[src/rtl/if_id_stage_if.sv]
// IF/ID stage bundle: the fetch-side inputs (PC+4, instruction, redirect
// requests), the ID/EX load information used for hazard detection, and the
// latched outputs / stall controls produced by the IF/ID stage.
//   master : fetch/decode environment driving the stage
//   slave  : the if_id_stage itself
interface if_id_stage_if;
    logic [31:0] pc_add_in;
    logic [31:0] inst_in;
    logic        PCSrc;
    logic        Jump;
    logic        id_ex_MemRead;
    logic [4:0]  id_ex_rt;
    logic        PCWrite;
    logic [31:0] pc_add_out;
    logic [31:0] inst_out;
    logic        valid_out;
    logic        bubble;
    logic [4:0]  rs_out;
    logic [4:0]  rt_out;

    modport master (
        output pc_add_in, inst_in, PCSrc, Jump, id_ex_MemRead, id_ex_rt,
        input  PCWrite, pc_add_out, inst_out, valid_out, bubble, rs_out, rt_out
    );

    modport slave (
        input  pc_add_in, inst_in, PCSrc, Jump, id_ex_MemRead, id_ex_rt,
        output PCWrite, pc_add_out, inst_out, valid_out, bubble, rs_out, rt_out
    );
endinterface

[src/rtl/if_id_stage.sv]
// IF/ID pipeline latch with load-use hazard stall and branch/jump flush.
// Ports:
//   clk  - clock, all state changes on the rising edge
//   rst  - synchronous active-high reset
//   bus  - if_id_stage_if.slave: pc_add_in/inst_in from fetch, PCSrc/Jump
//          redirect requests, id_ex_MemRead/id_ex_rt from ID/EX; drives
//          PCWrite back to fetch plus the latched pc_add_out/inst_out,
//          valid_out, bubble and the rs_out/rt_out register fields.
module if_id_stage #(
    parameter int unsigned STALL_CYCLES = 1,
    parameter logic [31:0] NOP_WORD     = 32'h0000_0000
) (
    input  logic          clk,
    input  logic          rst,
    if_id_stage_if.slave  bus
);

    typedef enum logic [0:0] {
        RUN   = 1'b0,
        STALL = 1'b1
    } state_t;

    state_t      state_r;
    state_t      state_nxt_s;
    logic [2:0]  cnt_r;
    logic [2:0]  cnt_nxt_s;
    logic [31:0] pc_r;
    logic [31:0] inst_r;
    logic        valid_r;
    logic        flush_s;
    logic        hazard_s;
    logic        hold_s;

    // Opcodes whose rt field is a source operand (R-type, beq, bne, sw).
    function automatic logic uses_rt(input logic [5:0] opcode);
        case (opcode)
            6'h00, 6'h04, 6'h05, 6'h2B: uses_rt = 1'b1;
            default:                    uses_rt = 1'b0;
        endcase
    endfunction

    assign flush_s = bus.PCSrc | bus.Jump;

    // Load-use hazard detection, only evaluated while not already stalling.
    always_comb begin
        hazard_s = 1'b0;
        if (state_r == RUN && valid_r && bus.id_ex_MemRead && bus.id_ex_rt != 5'd0) begin
            if (bus.id_ex_rt == inst_r[25:21]) begin
                hazard_s = 1'b1;
            end else if (bus.id_ex_rt == inst_r[20:16] && uses_rt(inst_r[31:26])) begin
                hazard_s = 1'b1;
            end else begin
                hazard_s = 1'b0;
            end
        end else begin
            hazard_s = 1'b0;
        end
    end

    assign hold_s = hazard_s | (state_r == STALL);

    // Fetch control: a flush always lets the PC redirect; reset forces run.
    always_comb begin
        bus.PCWrite = 1'b1;
        bus.bubble  = 1'b0;
        if (rst) begin
            bus.PCWrite = 1'b1;
            bus.bubble  = 1'b0;
        end else begin
            bus.PCWrite = ~hold_s | flush_s;
            bus.bubble  = hold_s & ~flush_s;
        end
    end

    // Stall sequencer next state; counter holds the remaining stall cycles.
    always_comb begin
        state_nxt_s = state_r;
        cnt_nxt_s   = cnt_r;
        if (flush_s) begin
            state_nxt_s = RUN;
            cnt_nxt_s   = 3'd0;
        end else begin
            case (state_r)
                RUN: begin
                    if (hazard_s && STALL_CYCLES > 32'd1) begin
                        state_nxt_s = STALL;
                        cnt_nxt_s   = 3'(STALL_CYCLES - 32'd1);
                    end else begin
                        state_nxt_s = RUN;
                        cnt_nxt_s   = 3'd0;
                    end
                end
                STALL: begin
                    if (cnt_r <= 3'd1) begin
                        state_nxt_s = RUN;
                        cnt_nxt_s   = 3'd0;
                    end else begin
                        state_nxt_s = STALL;
                        cnt_nxt_s   = cnt_r - 3'd1;
                    end
                end
                default: begin
                    state_nxt_s = RUN;
                    cnt_nxt_s   = 3'd0;
                end
            endcase
        end
    end

    // Stall sequencer state register.
    always_ff @(posedge clk) begin
        if (rst) begin
            state_r <= RUN;
            cnt_r   <= 3'd0;
        end else begin
            state_r <= state_nxt_s;
            cnt_r   <= cnt_nxt_s;
        end
    end

    // IF/ID latch: reset > flush > hold > load.
    always_ff @(posedge clk) begin
        if (rst) begin
            pc_r    <= 32'h0000_0000;
            inst_r  <= NOP_WORD;
            valid_r <= 1'b0;
        end else if (flush_s) begin
            pc_r    <= bus.pc_add_in;
            inst_r  <= NOP_WORD;
            valid_r <= 1'b0;
        end else if (hold_s) begin
            pc_r    <= pc_r;
            inst_r  <= inst_r;
            valid_r <= valid_r;
        end else begin
            pc_r    <= bus.pc_add_in;
            inst_r  <= bus.inst_in;
            valid_r <= 1'b1;
        end
    end

    assign bus.pc_add_out = pc_r;
    assign bus.inst_out   = inst_r;
    assign bus.valid_out  = valid_r;
    assign bus.rs_out     = inst_r[25:21];
    assign bus.rt_out     = inst_r[20:16];

endmodule

[src/flat_wrapper.sv]
// flat-port wrapper written by rule: the top's interface ports become plain ports
module if_id_stage_flat 
#(
    parameter int unsigned STALL_CYCLES = 1,
    parameter logic [31:0] NOP_WORD     = 32'h0000_0000
)
  (clk, rst, bus_pc_add_in, bus_inst_in, bus_PCSrc, bus_Jump, bus_id_ex_MemRead, bus_id_ex_rt, bus_PCWrite, bus_pc_add_out, bus_inst_out, bus_valid_out, bus_bubble, bus_rs_out, bus_rt_out);
  if_id_stage_if bus_i ();
  input  logic clk;
  input  logic rst;
  input wire logic [$bits(bus_i.pc_add_in)-1:0] bus_pc_add_in;
  input wire logic [$bits(bus_i.inst_in)-1:0] bus_inst_in;
  input wire logic [$bits(bus_i.PCSrc)-1:0] bus_PCSrc;
  input wire logic [$bits(bus_i.Jump)-1:0] bus_Jump;
  input wire logic [$bits(bus_i.id_ex_MemRead)-1:0] bus_id_ex_MemRead;
  input wire logic [$bits(bus_i.id_ex_rt)-1:0] bus_id_ex_rt;
  output wire logic [$bits(bus_i.PCWrite)-1:0] bus_PCWrite;
  output wire logic [$bits(bus_i.pc_add_out)-1:0] bus_pc_add_out;
  output wire logic [$bits(bus_i.inst_out)-1:0] bus_inst_out;
  output wire logic [$bits(bus_i.valid_out)-1:0] bus_valid_out;
  output wire logic [$bits(bus_i.bubble)-1:0] bus_bubble;
  output wire logic [$bits(bus_i.rs_out)-1:0] bus_rs_out;
  output wire logic [$bits(bus_i.rt_out)-1:0] bus_rt_out;
  assign bus_i.pc_add_in = bus_pc_add_in;
  assign bus_i.inst_in = bus_inst_in;
  assign bus_i.PCSrc = bus_PCSrc;
  assign bus_i.Jump = bus_Jump;
  assign bus_i.id_ex_MemRead = bus_id_ex_MemRead;
  assign bus_i.id_ex_rt = bus_id_ex_rt;
  assign bus_PCWrite = bus_i.PCWrite;
  assign bus_pc_add_out = bus_i.pc_add_out;
  assign bus_inst_out = bus_i.inst_out;
  assign bus_valid_out = bus_i.valid_out;
  assign bus_bubble = bus_i.bubble;
  assign bus_rs_out = bus_i.rs_out;
  assign bus_rt_out = bus_i.rt_out;
  if_id_stage #(.STALL_CYCLES(STALL_CYCLES), .NOP_WORD(NOP_WORD)) u_core (.clk(clk), .rst(rst), .bus(bus_i));
endmodule
[config.mk]
export PLATFORM = sky130hd
export DESIGN_NAME = if_id_stage_flat
export DESIGN_NICKNAME = d
export VERILOG_FILES = /design/src/rtl/if_id_stage_if.sv /design/src/rtl/if_id_stage.sv /design/src/flat_wrapper.sv
export SDC_FILE = /design/constraint.sdc
export NUM_CORES = 1
export LEC_CHECK = 0
export BUFFER_PORTS_ARGS = -buffer_cell sky130_fd_sc_hd__buf_2
export CORE_MARGIN = 5
export CORE_UTILIZATION = 46
export DETAILED_ROUTE_END_ITERATION = 10
export PLACE_DENSITY = 0.87
export SKIP_CTS_REPAIR_TIMING = 1
export SLEW_MARGIN = 30
export SYNTH_ARGS = -nofsm -noshare
export SYNTH_HDL_FRONTEND = slang
export SYNTH_SLANG_ARGS = --single-unit
[constraint.sdc]
create_clock -name clk -period 2.5 [get_ports clk]
set_input_delay 0.5 -clock clk [delete_from_list [all_inputs] [get_ports clk]]
set_output_delay 0.5 -clock clk [all_outputs]
set_load 0.02 [all_outputs]
* Word-level counts from Yosys, hierarchy flattened *
Cells that the tools add are included.

operators by class
  $lt $le $gt $ge = 1
  divide/modulo/power cells = 0
  equal/unequal tests = 6
  multiply operators = 0
  muxes and demuxes = 14
  add/subtract/negate cells = 1
  reductions and logical operators = 8
  shift-type cells = 0
  bitwise gates (word level) = 7

operators with widths
  cell                 count
  $mux 32              2
  $eq 6x3->1 const B   2
  $eq 5x5->1           2
  $mux 1               9
  $eq 6x6->1 const B   1
  $logic_not 6->1      1
  $pmux 3 s2           1
  $reduce_bool 5->1    1
  $logic_and 1x1->1    4
  $reduce_or 4->1      1
  $le 3x1->1 const B   1
  $mux 3               1
  $not 1->1            3
  $or 1x1->1           3
  $sub 3x1->3 const B  1
  $ne 2x1->1 const B   1
  $pmux 1 s2           1
  $reduce_or 2->1      1
  $and 1x1->1          1

storage, ports and cells
  latch bits = 0
  logic and storage cells = 42
  output and inout port bits = 77
  memory bits (read-only) = 0
  register bits after elaboration = 69
  memories kept = 0
  RAM bits = 0
  input port bits = 74

* Logic depth before layout (Yosys ltp) *
  depth after elaboration = 13
  mapped depth = 7
  depth with buffers taken out = 5

* Worst setup path after synthesis *
No wires, ideal clock.

  path type = register to output
  start = register u_core.inst_r[27], in the netlist u_core.bus.inst_out[27]
  end = output bus_bubble
  slack = -0.148 ns
  data required time = 2.000 ns
  path buffers = 2
  data arrival time = 2.148 ns
  cell stages (with the launch flop) = 8
  path through = dfxtp_1 -> and3_1 -> mux2i_1 -> or4_4 -> a21o_2 -> clkbuf_1 -> buf_2 -> nor2_1

between the ends
  word-level cells in the longest chain between the ends = 12
  elaborated cells on any way between the ends = 15
  classes of those cells = eq/ne: 3; mux: 7; bitwise: 2; reduce/logical: 3

ends and longest elaborated chain
  what                                line                RTL
  start, declared                     if_id_stage.sv:28   logic [31:0] inst_r;
  start signal, assigned              if_id_stage.sv:133  inst_r <= inst_r;
  start signal, assigned              if_id_stage.sv:137  inst_r <= bus.inst_in;
  $eq 6x3->1 (tied with other cells)  if_id_stage.sv:36   case (opcode)
  $reduce_or 4->1 *                   if_id_stage.sv:36
  $mux 1 *                            if_id_stage.sv:36
  $mux 1 *                            if_id_stage.sv:48   if (bus.id_ex_rt == inst_r[25:21]) begin
  $mux 1 *                            if_id_stage.sv:47   if (state_r == RUN && valid_r && bus.id_ex_MemRead && bus.id_ex_rt != 5'd0) begin
  $logic_and 1x1->1 *                 if_id_stage.sv:50   end else if (bus.id_ex_rt == inst_r[20:16] && uses_rt(inst_r[31:26])) begin
  $mux 1 *                            if_id_stage.sv:50
  $mux 1 *                            if_id_stage.sv:48
  $mux 1 *                            if_id_stage.sv:47
  $or 1x1->1 *                        if_id_stage.sv:60   assign hold_s = hazard_s | (state_r == STALL);
  $and 1x1->1 *                       if_id_stage.sv:71   bus.bubble = hold_s & ~flush_s;
  $mux 1 *                            if_id_stage.sv:66   if (rst) begin
  end, declared                       flat_wrapper.sv:21  output wire logic [$bits(bus_i.bubble)-1:0] bus_bubble;

Every way passes the cells marked *; elsewhere a longest branch is shown, timed or not. The select of a mux whose other input is x is not followed.

* Worst setup path after layout *
  start = register u_core.inst_r[16], in the netlist u_core.bus.inst_out[16]
  end = output bus_PCWrite

between the ends
  word-level cells in the longest chain between the ends = 9

ends and longest elaborated chain
  what               line                RTL
  $eq 5x5->1         if_id_stage.sv:50
  $logic_and 1x1->1  if_id_stage.sv:50
  $mux 1             if_id_stage.sv:50
  $mux 1             if_id_stage.sv:48
  $mux 1             if_id_stage.sv:47
  $or 1x1->1         if_id_stage.sv:60
  $not 1->1          if_id_stage.sv:70   bus.PCWrite = ~hold_s | flush_s;
  $or 1x1->1         if_id_stage.sv:70
  $mux 1             if_id_stage.sv:66
  end, declared      flat_wrapper.sv:17  output wire logic [$bits(bus_i.PCWrite)-1:0] bus_PCWrite;

Every way passes these cells.

==> results.md <==
- Routed length on met1: 3.185 mm
- Total CTS buffers: 9
- Initial DRC count: 60
- Max Slew Vio Count: 0
- Yosys cell types: 26
- Post-DRT Antenna Nets: 0
- Cell Count, Final, Fillers Out: 564
- Total GRT Usage: 16.89%
- Worst setup SP type: flip-flop
- Core region area: 6719 sq um
- Net Count, Synth: 409
- Synth area leaders: dfxtp_1 44%, mux2i_1 21%, nand2b_1 13%, nand2_1 7.8%, buf_4 2.4%
- RSZ-0062 raised after global routing: yes
- CTS root buf: clkbuf_8
- Power Total: 2535 uW
- Avg Vias per Cell: 4.794
- Tcrit/Tclk final: 105.3%
- Setup TNS Final: -226.0 ps
- Total power density per cell area: 594.9 nW/um^2
- Fmax achieved: 379.8 MHz
- Die ar.: 8595 sq um
- Die width: 92.71 um
- Cell leakage power: 0.002112 uW
- TritonCTS Sinks: 69
- Setup violations, final: 2
- DR WL met3: 804 um
- Worst VDD drop: 0.3027 mV
- Flop pwr share: 46.0%
- Post-Synth XOR/XNOR Area: 3.062%
- Routed wire per std cell: 13.66 um
- Area grow syn2layout: 35.43%
- GP Congestion: 0.8668
- Hold Path Depth: 3
- Arrival time at the worst endpoint: 2130 ps
- Num rows: 30
- Synthesized area: 3147 sq um
- Clock transition at path regs: 80 ps
- First-pass GRT wire length: 11.80 mm
- Met2 routed WL: 3.576 mm
- Yosys reg bits: 69
- Clk pwr share: 42.5%
- Worst relative slew slack: 70.57%
- Hpwl dp: 5.564 mm
- HP Class: in2reg
- Internal: 1944 uW
- Crit path capture type: output port
- DRT Wirelength: 7.705 mm
- Min cycle time layout: 2633 ps
- Compound-Gate Fraction of Synth Area: 2.187%
- Pre-antenna DRT Iters: 4
- Max-cap check violation count: 0
- Main combinational cell family by area after synthesis: simple AND/OR/NAND/NOR gates
- Gr ovfl total: 0
- Largest net degree at the start of global routing: 66
- IO Port Bufs: 150
- FF-to-FF path depth: 7
- Highest routed layer: met4
- Antenna Cells: 0
- Status: complete, but fails checks
- Final Skew: 13.47 ps
- Syn Inst Count: 333
- Post-Synth Simple-Gate Area: 23.18%
- Layout cells sized above 1: 40.70%
- Seq/Total Area, Yosys: 43.90%
- Worst-Skew Late Latency: 330 ps
- Clock Path Buffers: 2
- H-tree levels: 3
- Failing checks: setup timing
- Critical path peak fanout: 4
- Synth top area share: 43.90%
- Hold Vio Cnt, Final: 0
- Avg Cell Area, Syn: 9.450 sq um
- Chip height: 92.71 um
- Place WS: -64.88 ps
- Initial antenna violation count: 0
- Placed cells: 545
- Setup ws final: -132.7 ps
- Psw: 591.9 uW
- Io pins: 151
- Comb power frac: 11.5%
- Switching power share of the total: 23.34%
- Synth area leader: dfxtp_1
- Adder-cell area share of the yosys netlist: 0.7952%
- Synth Warn #: 0
- Worst slack on hold paths: 401.0 ps
- Layout Nets: 555
- Kind of critical path: reg2out
- Critical Path RT: 2000 ps
- Initial Utilization: 46.83%
- Vias in the first global route: 2572
- Drc violations: 0
- Layout fillers: 566
- Mux cell area share after synthesis: 20.68%
- CTS tree: built
- Actual slew at the worst max-slew pin: 441.5 ps
- DR vias: 2704
## Yosys cell counts, drive strengths merged
library cell  count
dfxtp            69
a41oi             1
or4               1
nand4             1
nand2b           65
a2111oi           1
xnor2             8
clkbuf           15
nor2              6
a21o              1
a21oi             2
inv               4
or3               1
or2               1
buf              16
nor3              3
xor2              3
mux2i            65
o211ai            1
a31oi             1
ha                2
and3              1
nand2            65
## sequential cells by signal, summed over array words and instances, names as in the netlist
name and flops:
u_core.bus.valid_out 1, u_core.bus.pc_add_out 32, u_core.cnt_r 3, u_core.bus.inst_out 32, u_core.state_r 1
## final timing paths
kind | startpoint | end | slack (ps)
max | u_core.bus.inst_out[16]$_SDFFE_PP0N_ | bus_PCWrite | -130
min | bus_inst_in[9] | u_core.bus.inst_out[9]$_SDFFE_PP0N_ | 400
max reg2reg | u_core.bus.inst_out[16]$_SDFFE_PP0N_ | u_core.bus.pc_add_out[13]$_SDFFE_PP0P_ | 110
min reg2reg | u_core.cnt_r[0]$_SDFF_PP0_ | u_core.cnt_r[0]$_SDFF_PP0_ | 450
## cell usage in the layout (no fill, tap or decap), drive strengths merged, types with 2 or more instances in the layout
cell	Yosys	layout
buf	16	166
dfxtp	69	69
nand2b	65	65
mux2i	65	65
nand2	65	65
clkbuf	15	11
xnor2	8	8
nor2	6	6
inv	4	5
xor2	3	3
bufinv	0	3
nor3	3	3
a21oi	2	2
ha	2	2
## logic make-up after synthesis
kind of cell,Yosys count
AO/OA/AOI/OAI,7
AND/OR/NAND/NOR,144
adder cells (fa/ha/maj),2
XOR/XNOR,11
flip-flops,69
buffers and inverters,35
multiplexers,65
## power by group through the flow
| stage | registers, uW | logic [uW] | clock network (uW) |
|---|---|---|---|
| after floorplan | 1240 | 108 | 0 |
| after CTS | 1170 | 287 | 1110 |
| after global placement | 1190 | 280 | 0 |
| after global routing | 1170 | 319 | 1160 |
| after detailed placement | 1190 | 286 | 0 |
| final | 1170 | 292 | 1080 |
## layer usage
| layer | GRT usage [%] | vias to the layer above |
|---|---|---|
| met3 | 6.174 | 15 |
| met2 | 28.04 | 120 |
| met5 | 0 | - |
| li1 | - | 1355 |
| met4 | 6.716 | 0 |
| met1 | 19.77 | 1214 |
## stage by stage
| stage | util, % | cell area [sq um] |
|---|---|---|
| after detailed placement | 58.70 | 3944 |
| final | 63.43 | 4262 |
| after global placement | 58.70 | 3944 |
| after CTS | 62.25 | 4183 |
| after global routing | 63.43 | 4262 |
| after floorplan | - | 3158 |
## critical path: stages (launching register included)
cell and delay [ps]:
dfxtp_2 340, xnor2_1 170, nand4_1 150, or4_4 550
a21o_4 230, or2_4 230, buf_6 130
## area by class of cell
type,count,area [sq um],share of cell area (%)
Clock buffer,11,131.4,3.083
Clock inverter,5,107.6,2.525
Inverter,4,15.01,0.3523
Multi-Input combinational cell,229,1614,37.87
Sequential cell,69,1398,32.80
Tap cell,80,100.1,2.349
Timing Repair Buffer,166,895.9,21.02
(Power assumes the default switching activity.)
